[src/rtl/ex_muldiv_ctrl.sv]
// ex_muldiv_ctrl: iterative unsigned multiply/divide sequencer for the EX stage.
// It runs a 32-step shift-add multiply or a restoring divide. It holds the front
// of the pipeline while the op runs, then pulses result_valid for one cycle so
// EX/MEM captures the result.
module ex_muldiv_ctrl (
    input  logic        clk,
    input  logic        rst,
    input  logic        start,
    input  logic [1:0]  op,
    input  logic [31:0] rdata1,
    input  logic [31:0] rdata2,
    input  logic [4:0]  rd_in,
    input  logic        flush,
    output logic        stall,
    output logic        busy,
    output logic        result_valid,
    output logic [31:0] result,
    output logic [4:0]  rd_out
);

    typedef enum logic [1:0] {
        IDLE = 2'd0,
        CALC = 2'd1,
        DONE = 2'd2
    } state_t;

    state_t      state_reg, state_next;
    logic [1:0]  op_reg;
    logic [31:0] a_reg;        // multiplicand
    logic [31:0] b_reg;        // divisor
    logic [4:0]  rd_reg;
    logic [63:0] acc_reg;      // {product high, product low / remaining multiplier bits}
    logic [31:0] rem_reg;
    logic [31:0] quot_reg;
    logic [4:0]  count_reg;
    logic [31:0] result_reg;
    logic [4:0]  rd_out_reg;

    logic        accept;
    logic        div_by_zero;
    logic [32:0] mul_sum;
    logic [63:0] mul_acc_next;
    logic [32:0] div_shift;
    logic [32:0] div_diff;
    logic        div_ge;
    logic [31:0] div_rem_next;
    logic [31:0] div_quot_next;
    logic [31:0] calc_result;

    assign accept      = start & ~flush;
    assign div_by_zero = op[1] & (rdata2 == 32'd0);

    // One multiply step. The low half of the accumulator starts out holding
    // the multiplier, and its bits are consumed from the LSB as product bits
    // shift in from above.
    assign mul_sum      = {1'b0, acc_reg[63:32]} + {1'b0, (acc_reg[0] ? a_reg : 32'd0)};
    assign mul_acc_next = {mul_sum, acc_reg[31:1]};

    // One restoring-divide step. rem < divisor always holds, so the shifted
    // remainder fits in 33 bits. A borrow out of bit 32 means "less than divisor".
    assign div_shift     = {rem_reg, quot_reg[31]};
    assign div_diff      = div_shift - {1'b0, b_reg};
    assign div_ge        = ~div_diff[32];
    assign div_rem_next  = div_ge ? div_diff[31:0] : div_shift[31:0];
    assign div_quot_next = {quot_reg[30:0], div_ge};

    // Select the result that the final step produces.
    always_comb begin
        calc_result = 32'd0;
        case (op_reg)
            2'b00:   calc_result = mul_acc_next[31:0];
            2'b01:   calc_result = mul_acc_next[63:32];
            2'b10:   calc_result = div_quot_next;
            default: calc_result = div_rem_next;
        endcase
    end

    // Next-state logic. flush beats start. DONE always returns to IDLE.
    always_comb begin
        state_next = state_reg;
        case (state_reg)
            IDLE: begin
                if (accept) begin
                    state_next = div_by_zero ? DONE : CALC;
                end
            end
            CALC: begin
                if (flush) begin
                    state_next = IDLE;
                end else if (count_reg == 5'd31) begin
                    state_next = DONE;
                end
            end
            DONE:    state_next = IDLE;
            default: state_next = IDLE;
        endcase
    end

    // State register.
    always_ff @(posedge clk) begin
        if (rst) begin
            state_reg <= IDLE;
        end else begin
            state_reg <= state_next;
        end
    end

    // Operand latch, iteration datapath, and the result/rd_out holding registers.
    always_ff @(posedge clk) begin
        if (rst) begin
            op_reg     <= 2'd0;
            a_reg      <= 32'd0;
            b_reg      <= 32'd0;
            rd_reg     <= 5'd0;
            acc_reg    <= 64'd0;
            rem_reg    <= 32'd0;
            quot_reg   <= 32'd0;
            count_reg  <= 5'd0;
            result_reg <= 32'd0;
            rd_out_reg <= 5'd0;
        end else begin
            case (state_reg)
                IDLE: begin
                    if (accept) begin
                        op_reg    <= op;
                        a_reg     <= rdata1;
                        b_reg     <= rdata2;
                        rd_reg    <= rd_in;
                        acc_reg   <= {32'd0, rdata2};
                        rem_reg   <= 32'd0;
                        quot_reg  <= rdata1;
                        count_reg <= 5'd0;
                        if (div_by_zero) begin
                            result_reg <= op[0] ? rdata1 : 32'hFFFF_FFFF;
                            rd_out_reg <= rd_in;
                        end
                    end
                end
                CALC: begin
                    count_reg <= count_reg + 5'd1;
                    if (op_reg[1]) begin
                        rem_reg  <= div_rem_next;
                        quot_reg <= div_quot_next;
                    end else begin
                        acc_reg <= mul_acc_next;
                    end
                    if (state_next == DONE) begin
                        result_reg <= calc_result;
                        rd_out_reg <= rd_reg;
                    end
                end
                default: ;
            endcase
        end
    end

    // Handshake outputs. They are forced low while reset is held.
    assign stall        = ~rst & (((state_reg == IDLE) & accept) | (state_reg == CALC));
    assign busy         = ~rst & (state_reg == CALC);
    assign result_valid = ~rst & (state_reg == DONE) & ~flush;
    assign result       = result_reg;
    assign rd_out       = rd_out_reg;

endmodule

[config.mk]
export PLATFORM = sky130hd
export DESIGN_NAME = ex_muldiv_ctrl
export DESIGN_NICKNAME = d
export VERILOG_FILES = /design/src/rtl/ex_muldiv_ctrl.sv
export SDC_FILE = /design/constraint.sdc
export NUM_CORES = 1
export LEC_CHECK = 0
export ABC_AREA = 1
export BUFFER_PORTS_ARGS = -buffer_cell sky130_fd_sc_hd__buf_2
export CAP_MARGIN = 20
export CELL_PAD_IN_SITES_DETAIL_PLACEMENT = 2
export CELL_PAD_IN_SITES_GLOBAL_PLACEMENT = 2
export CORE_UTILIZATION = 28
export CTS_CLUSTER_SIZE = 24
export DETAILED_ROUTE_END_ITERATION = 10
export GPL_ROUTABILITY_DRIVEN = 0
export PLACE_DENSITY = 0.69
export SLEW_MARGIN = 20
export SYNTH_ARGS = -nofsm -noshare
export SYNTH_HDL_FRONTEND = slang
export SYNTH_SLANG_ARGS = --single-unit
[constraint.sdc]
create_clock -name clk -period 3.2 [get_ports clk]
set_clock_uncertainty 0.15 [all_clocks]
set_input_delay 0.16 -clock clk [delete_from_list [all_inputs] [get_ports clk]]
set_output_delay 0.16 -clock clk [all_outputs]
set_load 0.02 [all_outputs]
# After elaboration in Yosys (flattened, before gate mapping)
# Cells that the tools add are included.
# totals
output_inout_bits,40
inputBits,75
register_bits,243
wordCells,73
# op_classes
muxes,28
addsub,3
eq_ne,11
n_bitwise,11
n_reduce_logical,9
# op_table
operator,n
two-way mux 32 bit,10
one-hot mux 32 bit (2 select lines),3
two-way mux 64 bit,2
one-hot mux 64 bit (2 select lines),1
one-hot mux 32 bit (3 select lines),1
adder 32 x 32 -> 33 bit,1
subtractor 33 x 32 -> 33 bit,1
logical NOT 32 bit,1
two-way mux 5 bit,4
one-hot mux 5 bit (2 select lines),2
"!= test 2 bit, second input constant",5
two-way mux 2 bit,4
bitwise AND 1 bit,7
"== test 2 bit, second input constant",3
AND reduction 3 bit,2
"adder 5 x 1 -> 5 bit, second input constant",1
"== test 5 bit, second input constant",1
"== test 2 x 1 -> 1 bit, second input constant",2
logical NOT 2 bit,2
one-hot mux 2 bit (2 select lines),1
AND reduction 2 bit,2
AND reduction 4 bit,1
inverter 1 bit,3
nonzero test 2 bit,1
OR 1 bit,1

# Logic depth before layout (Yosys ltp)
# Gate-level depths: netlist of run 1.
# depth
word_depth,8
ltp_mapped,20
depth_no_buf,18

# Least setup slack after synthesis of run 1
# No wires, ideal clock.
# synth_timing
path_type,register to register
from,reg acc_reg[0]
to,"reg result_reg[15], in the netlist result[15]"
t_required_ns,2.980
n_path_buf,2
setup_slack_ns,0.565
synth_period_minus_slack_ns,2.635
setup_ns,0.070
stages_incl_launch_ff,17
t_arrival_ns,2.415
cell_sequence,dfxtp_1 > clkbuf_1 > clkbuf_1 > nand2_1 > inv_1 > ha_1 > fa_1 > nand3_1 > nand3_1 > nand2_1 > nand2_1 > a21oi_1 > xor2_1 > nand2_1 > a21oi_1 > nand2_1 > a21oi_1
# synth_via
elab_chain_cells,5
# synth_rtl
element,line_no,source
from (decl),32,logic [63:0] acc_reg;
from (signal assigned),129,"acc_reg <= {32'd0, rdata2};"
from (signal assigned),145,acc_reg <= mul_acc_next;
two-way mux 32 bit,56,"assign mul_sum = {1'b0, acc_reg[63:32]} + {1'b0, (acc_reg[0] ? a_reg : 32'd0)};"
adder 32 x 32 -> 33 bit,56,
one-hot mux 32 bit (3 select lines),70,case (op_reg)
two-way mux 32 bit,147,if (state_next == DONE) begin
one-hot mux 32 bit (2 select lines),122,case (state_reg)
to (signal assigned),134,result_reg <= op[0] ? rdata1 : 32'hFFFF_FFFF;
to (signal assigned),148,result_reg <= calc_result;
to (decl),36,logic [31:0] result_reg;
# No other way between the ends. The select of a mux whose other input is x is not followed.
# A chain may end at the register's enable or synchronous reset.

# Final worst setup path of run 1
# layout_timing
from,reg rem_reg[18]
to,"reg result_reg[27], in the netlist result[27]"
# layout_via
elab_chain_cells,5
# layout_rtl
element,line_no,source
from (decl),33,logic [31:0] rem_reg;
from (signal assigned),142,rem_reg <= div_rem_next;
subtractor 33 x 32 -> 33 bit,62,"assign div_diff = div_shift - {1'b0, b_reg};"
two-way mux 32 bit,64,assign div_rem_next = div_ge ? div_diff[31:0] : div_shift[31:0];
one-hot mux 32 bit (3 select lines),70,
two-way mux 32 bit,147,
one-hot mux 32 bit (2 select lines),122,
# No other way between the ends. The select of a mux whose other input is x is not followed.

==> impl_metrics.env, run 1 <==
export IMPL_status="finished clean"
export IMPL_drt_iter0_markers=912
export IMPL_grt_max_degree=88
export IMPL_final_hold_viol_count=0
export IMPL_cts_tree="built"
export IMPL_grt_pass1_vias=20030
export IMPL_drt_vias_per_instance=5.134
export IMPL_cts_sinks=243
export IMPL_placementRows=87
export IMPL_cts_made_buffers=34
export IMPL_syn_area_um2=16240
export IMPL_path_clk_slew_ns=0.06
export IMPL_dieArea_um2=58970
export IMPL_p_per_area_nw_per_um2=449.6
export IMPL_grt_pass1_wl_um=118600
export IMPL_drt_pass1_iterations=4
export IMPL_setup_tns_ns=0
export IMPL_ys_async_sr_fraction=0
export IMPL_relSlewSlack=0.3705
export IMPL_synth_seq_cells=243
export IMPL_post_route_drc_count=0
export IMPL_cp_max_fo=5
export IMPL_die_w_um=242.8
export IMPL_ys_flop_type="dfxtp_1"
export IMPL_yosys_warnings=0
export IMPL_final_cell_mix="nand2_1, inv_1, dfxtp_1, nor2_1, o21ai_0"
export IMPL_ios=115
export IMPL_h_tree_depth=2
export IMPL_num_vias=18420
export IMPL_critPathLaunchType="register"
export IMPL_ctsRootBufferMaster="clkbuf_16"
export IMPL_n_fill_cell=7012
export IMPL_min_period_over_period=0.9858
export IMPL_layout_nets=2949
export IMPL_cp_startpoint="rem_reg[18]$_SDFFE_PP0P_"
export IMPL_area_growth_pct=20.20
export IMPL_portBuffers=114
export IMPL_tightest_slew_ns=0.9443
export IMPL_yosysUniqueCellTypes=44
export IMPL_antennaDiodeCount=0
export IMPL_synth_edf_count=0
export IMPL_cap_violations=0
export IMPL_start_util=0.2858
export IMPL_grt_overflow_total=0
export IMPL_reg2reg_from="rem_reg[18]$_SDFFE_PP0P_"
export IMPL_rsz0062_at_grt="no"
export IMPL_antenna_left=0
export IMPL_wl_um=77810
export IMPL_fmax_mhz=317.0
export IMPL_synth_seq_area_share=0.2995
export IMPL_cp_end_kind="register"
export IMPL_clk_latency_ns=0.56
export IMPL_cts_buffer_depth=3
export IMPL_final_common_cell="nand2_1"
export IMPL_multi_input_area_um2=9712
export IMPL_hold_ws_ns=0.08142
export IMPL_seq_area_um2=4865
export IMPL_wire_per_inst_um=21.69
export IMPL_largest_reg_flops=64
export IMPL_postSynthAreaPerCell_um2=6.076
export IMPL_hold_path_startpoint="start"
export IMPL_ir_worst_vdd_mv=0.2706
export IMPL_worstPathRequired_ns=3.49
export IMPL_hold_class="primary input to register"
export IMPL_antenna_found_initial=1
export IMPL_worstSetupPathType="register to register"
export IMPL_drv_slew=0
export IMPL_die_h_um=242.8
export IMPL_fp_coreArea_um2=56820
export IMPL_finalSetupViolCount=0
export IMPL_min_period_ns=3.155
export IMPL_grt_usage=0.2592
export IMPL_synthCells=2673
export IMPL_cp_data_arrival_time_ns=3.44
export IMPL_p_leak_nw=9.232
export IMPL_drive_gt1_frac=0.1013
export IMPL_dp_hpwl_um=57550
export IMPL_syn_nets=2816
-- synth_stat cells (2+ instances only) --
master    count  area [um2]
nand4_1      14       87.58
xnor2_1      12       105.1
and2_1        7       43.79
dfxtp_1     243        4865
nand3b_1     10       75.07
and3_1        4       25.02
buf_12        2       40.04
a221oi_1      3       26.28
nor4_1        5       31.28
nand2_1     879        3299
inv_1       329        1235
nand3_1     133       665.6
ha_1         66       825.8
o21bai_1      2       15.01
nor2_2        2       12.51
o21a_1       32       240.2
nand2_2      29       181.4
a21oi_1     186       930.9
inv_2         3       11.26
nor3_2        2       20.02
a21oi_2      24       210.2
nor2_1      244       915.9
o21ai_0     188       940.9
a31oi_1      76       475.5
buf_8         2       30.03
clkbuf_1    101       379.1
a21o_1        3       22.52
buf_6         2       22.52
a32o_1        2       20.02
or2_2         2       12.51
buf_2        13       65.06
xor2_1       15       131.4
nor3_1       20       100.1
nand3_2       2       20.02
fa_1          2       40.04
nand2_4       3       33.78
buf_1         4       15.01
-- cells by family after synthesis --
group	Yosys count	synth area share
buffers and inverters	459	0.1117
flip-flops	243	0.2995
adder cells (fa/ha/maj)	68	0.05331
XOR/XNOR	27	0.01456
AO/OA/AOI/OAI	519	0.1795
AND/OR/NAND/NOR	1357	0.3414
-- metal layers --
| layer | vias up | routed length, um | part of all wire | track usage |
|---|---|---|---|---|
| met3 | 106 | 1833 | 0.024 | 0.02156 |
| met1 | 9252 | 36040 | 0.46 | 0.3381 |
| met2 | 265 | 37350 | 0.48 | 0.4467 |
| met5 | - | 0 | 0 | 0 |
| li1 | 8798 | - | - | - |
| met4 | 0 | 2579 | 0.033 | 0.08824 |
-- where the power goes --
group | switching, W | internal, W
Clock | 0.00158 | 0.00251
Combinational | 0.000982 | 0.000422
Sequential | 0.000115 | 0.00317
-- final cells by class --
class / count / area share
Clock inverter: 9 / 0.006281
Sequential cell: 243 / 0.2492
Multi-Input combinational cell: 1975 / 0.4975
Timing Repair Buffer: 219 / 0.08025
Tap cell: 756 / 0.04846
Inverter: 333 / 0.06422
Clock buffer: 53 / 0.05410
-- final timing paths --
path / slack (ns) / endpoint / cells past startpoint
max: 0.05 / result[27]$_SDFFE_PP0P_ / 13
min: 0.08 / state_reg[0]$_SDFF_PP0_ / 5
max reg2reg: 0.05 / result[27]$_SDFFE_PP0P_ / 13
min reg2reg: 0.31 / count_reg[3]$_SDFFE_PP0P_ / 2
-- stage by stage --
stage / util / setup WS [ns] / std cells / power, W / cell area [um2]
final: 0.3436 / 0.04531 / 3588 / 0.008776 / 19520
after global routing: 0.3436 / 0.01805 / 3588 / 0.009128 / 19520
after CTS: 0.3418 / 0.05807 / 3584 / 0.008859 / 19420
after detailed placement: 0.3081 / 0.008407 / 3449 / 0.004663 / 17500
after global placement: 0.3081 / 0.05339 / 3449 / 0.004616 / 17500
after floorplan: - / 0.5651 / 2673 / 0.004113 / 16240
-- repair_timing --
action,4_1_cts,5_1_grt
endpoints found under the hold margin,176,0
hold buffers,73,0
setup buffers,0,0
setup endpoints to repair,1,41
resized for setup,1,11
cloned,0,4
pin swaps,0,3
-- worst max-delay path, cell delays in order (launching register included) --
cell	delay (ns)
dfxtp_1	0.38
ha_1	0.44
nand2_1	0.15
nor2_1	0.16
inv_1	0.10
nor3_1	0.53
and2_1	0.23
nand2_1	0.17
nand3_1	0.13
nand2_1	0.10
nand2_1	0.11
nand3_1	0.19
nand2_1	0.15
a21oi_2	0.05
(Power assumes the default switching activity.)
==> run 2, diff against run 1 <==
RECOVER_POWER = 50   (was not set)
==> run 2 against run 1 <==
Effect of this change:
- worst setup slack worse by 0.021 ns
- cell count stayed put
- flip-flop and latch count stayed put
- sequential power hardly changed
- wire length is 0.10% higher
- critical path type unchanged
- sequential share of layout area is 0.099 points higher
- the run now ends with capacitance limit, slew limit left
- largest power group unchanged
- final area is 0.40% lower
- largest cell class unchanged
- count of clock-buffer cells in the layout stayed put
==> impl_metrics.env, run 2 (synthesis results as in run 1) <==
export IMPL_status="finished with violations"
export IMPL_violations="capacitance limit, slew limit"
export IMPL_cts_made_buffers=34
export IMPL_min_period_ns=3.175
export IMPL_ios=115
export IMPL_h_tree_depth=2
export IMPL_fin_area_um2=19440
export IMPL_drv_slew=70
export IMPL_ir_worst_vdd_mv=0.2716
export IMPL_dp_hpwl_um=57550
export IMPL_final_cell_mix="nand2_1, inv_1, dfxtp_1, nor2_1, o21ai_0"
export IMPL_slowest_stage="nor3_1"
export IMPL_final_common_cell="nand2_1"
export IMPL_p_leak_nw=9.046
export IMPL_slowest_delay_ns=0.55
export IMPL_cts_tree="built"
export IMPL_grt_pass1_vias=20030
export IMPL_layout_nets=2949
export IMPL_antenna_found_initial=0
export IMPL_dieArea_um2=58970
export IMPL_crit_family="simple AND/OR/NAND/NOR gates"
export IMPL_cp_data_arrival_time_ns=3.46
export IMPL_drt_iter0_markers=872
export IMPL_portBuffers=114
export IMPL_setup_tns_ns=0
export IMPL_antennaDiodeCount=0
export IMPL_min_period_over_period=0.9923
export IMPL_cts_setup_buffers=0
export IMPL_drt_vias_per_instance=5.130
export IMPL_r2r_setup_slack_ns=0.02
export IMPL_p_total_w=0.008773
export IMPL_drt_pass1_iterations=5
export IMPL_worstPathRequired_ns=3.48
export IMPL_wire_per_inst_um=21.71
export IMPL_cap_violations=1
export IMPL_num_vias=18410
export IMPL_p_per_area_nw_per_um2=451.2
export IMPL_path_clk_slew_ns=0.06
export IMPL_die_h_um=242.8
export IMPL_antenna_left=0
export IMPL_place_area_um2=17500
export IMPL_stdcell_count=3588
export IMPL_relSlewSlack=-0.08622
export IMPL_cts_sinks=243
export IMPL_clockPowerShare=0.466
export IMPL_finalSetupViolCount=0
export IMPL_grt_max_degree=88
export IMPL_fmax_mhz=314.9
export IMPL_cp_end_kind="register"
export IMPL_grt_pass1_wl_um=118600
export IMPL_worstSetupPathType="register to register"
export IMPL_crit_top_cell="nand2_1"
export IMPL_wl_um=77890
export IMPL_rsz0062_at_grt="no"
export IMPL_ctsRootBufferMaster="clkbuf_16"
export IMPL_tightest_slew_ns=1.629
export IMPL_comb_power_share=0.160
export IMPL_die_w_um=242.8
export IMPL_post_route_drc_count=0
export IMPL_grt_usage=0.2592
export IMPL_largest_reg_flops=64
export IMPL_cp_buffers_inverters=1
export IMPL_cp_max_fo=5
export IMPL_p_sw_frac=0.3046
export IMPL_critPathLaunchType="register"
export IMPL_fp_coreArea_um2=56820
export IMPL_hold_ws_ns=0.06943
export IMPL_hold_class="primary input to register"
export IMPL_pwr_share_seq=0.374
export IMPL_area_growth_pct=19.72
export IMPL_grt_overflow_total=0
export IMPL_crit_chain="ha_1, nand2_1, nor2_1, inv_1, nor3_1, and2_1, nand2_1, nand3_1, nand2_1, nand2_1, nand3_1, nand2_1, a21oi_2"
export IMPL_placementRows=87
export IMPL_drive_gt1_frac=0.08616
export IMPL_p_int_w=0.006101
export IMPL_switchingPower_w=0.002672
export IMPL_final_hold_viol_count=0
export IMPL_clk_latency_ns=0.56
export IMPL_dp_cells=3449
export IMPL_cts_buffer_depth=3
export IMPL_start_util=0.2858
## run 2: cell types whose count changed in the layout (fill, tap and decap cells not counted), sizes merged
cell	change
clkbuf	+45
buf	-45
clkinv	-1
clkinvlp	+1
## run 2: area by class of cell
cell class	instances	area, um2
fill	7033	37380
timing repair buffer	219	1506
clock buffer	53	1056
sequential	243	4865
tap	756	945.9
inverter	333	1251
clock inverter	9	122.6
multi-input combinational	1975	9697
## run 2: worst paths after layout
kind | from | to | cells after the start
worst min register to register | count_reg[3]$_SDFFE_PP0P_ | count_reg[3]$_SDFFE_PP0P_ | 2
worst min-delay path | start | state_reg[0]$_SDFF_PP0_ | 5
worst max register to register | rem_reg[18]$_SDFFE_PP0P_ | result[27]$_SDFFE_PP0P_ | 13
worst max-delay path | rem_reg[18]$_SDFFE_PP0P_ | result[27]$_SDFFE_PP0P_ | 13
## run 2: power groups by stage
stage	logic, W	registers (W)	clock network, W
floorplan	0.000824	0.00329	0
global placement	0.00128	0.00334	0
detailed placement	0.00132	0.00335	0
CTS	0.00140	0.00328	0.00418
global route	0.00154	0.00330	0.00429
finish	0.00140	0.00328	0.00409
## run 2: worst min-delay path, delay by kind of cell
kind	cells	cell delay, ns
buffers and inverters	2	0.23
AOI/OAI and AO/OA	1	0.11
and+or+nand+nor	2	0.19
## run 2: layer usage
metal	vias up	GRT usage	routed length (um)	share of wire
li1	8799	-	-	-
met1	9243	0.3381	36060	0.46
met2	257	0.4467	37370	0.48
met3	108	0.02156	1861	0.024
met4	0	0.08824	2594	0.033
met5	-	0	0	0
## run 2: what timing repair did
| action | CTS | global route |
|---|---|---|
| hold endpoints to repair | 176 | 0 |
| setup endpoints to repair | 1 | 41 |
| pin swaps | 0 | 3 |
| hold buffers | 73 | 0 |
| resized for setup | 1 | 11 |
| cloned | 0 | 4 |
## run 2: stage by stage
stage,setup slack (ns),util
2_1_floorplan,0.5651,-
3_3_place_gp,0.05339,0.3081
3_5_place_dp,0.008407,0.3081
4_1_cts,0.05807,0.3418
5_1_grt,0.001865,0.3422
6_report,0.02464,0.3422
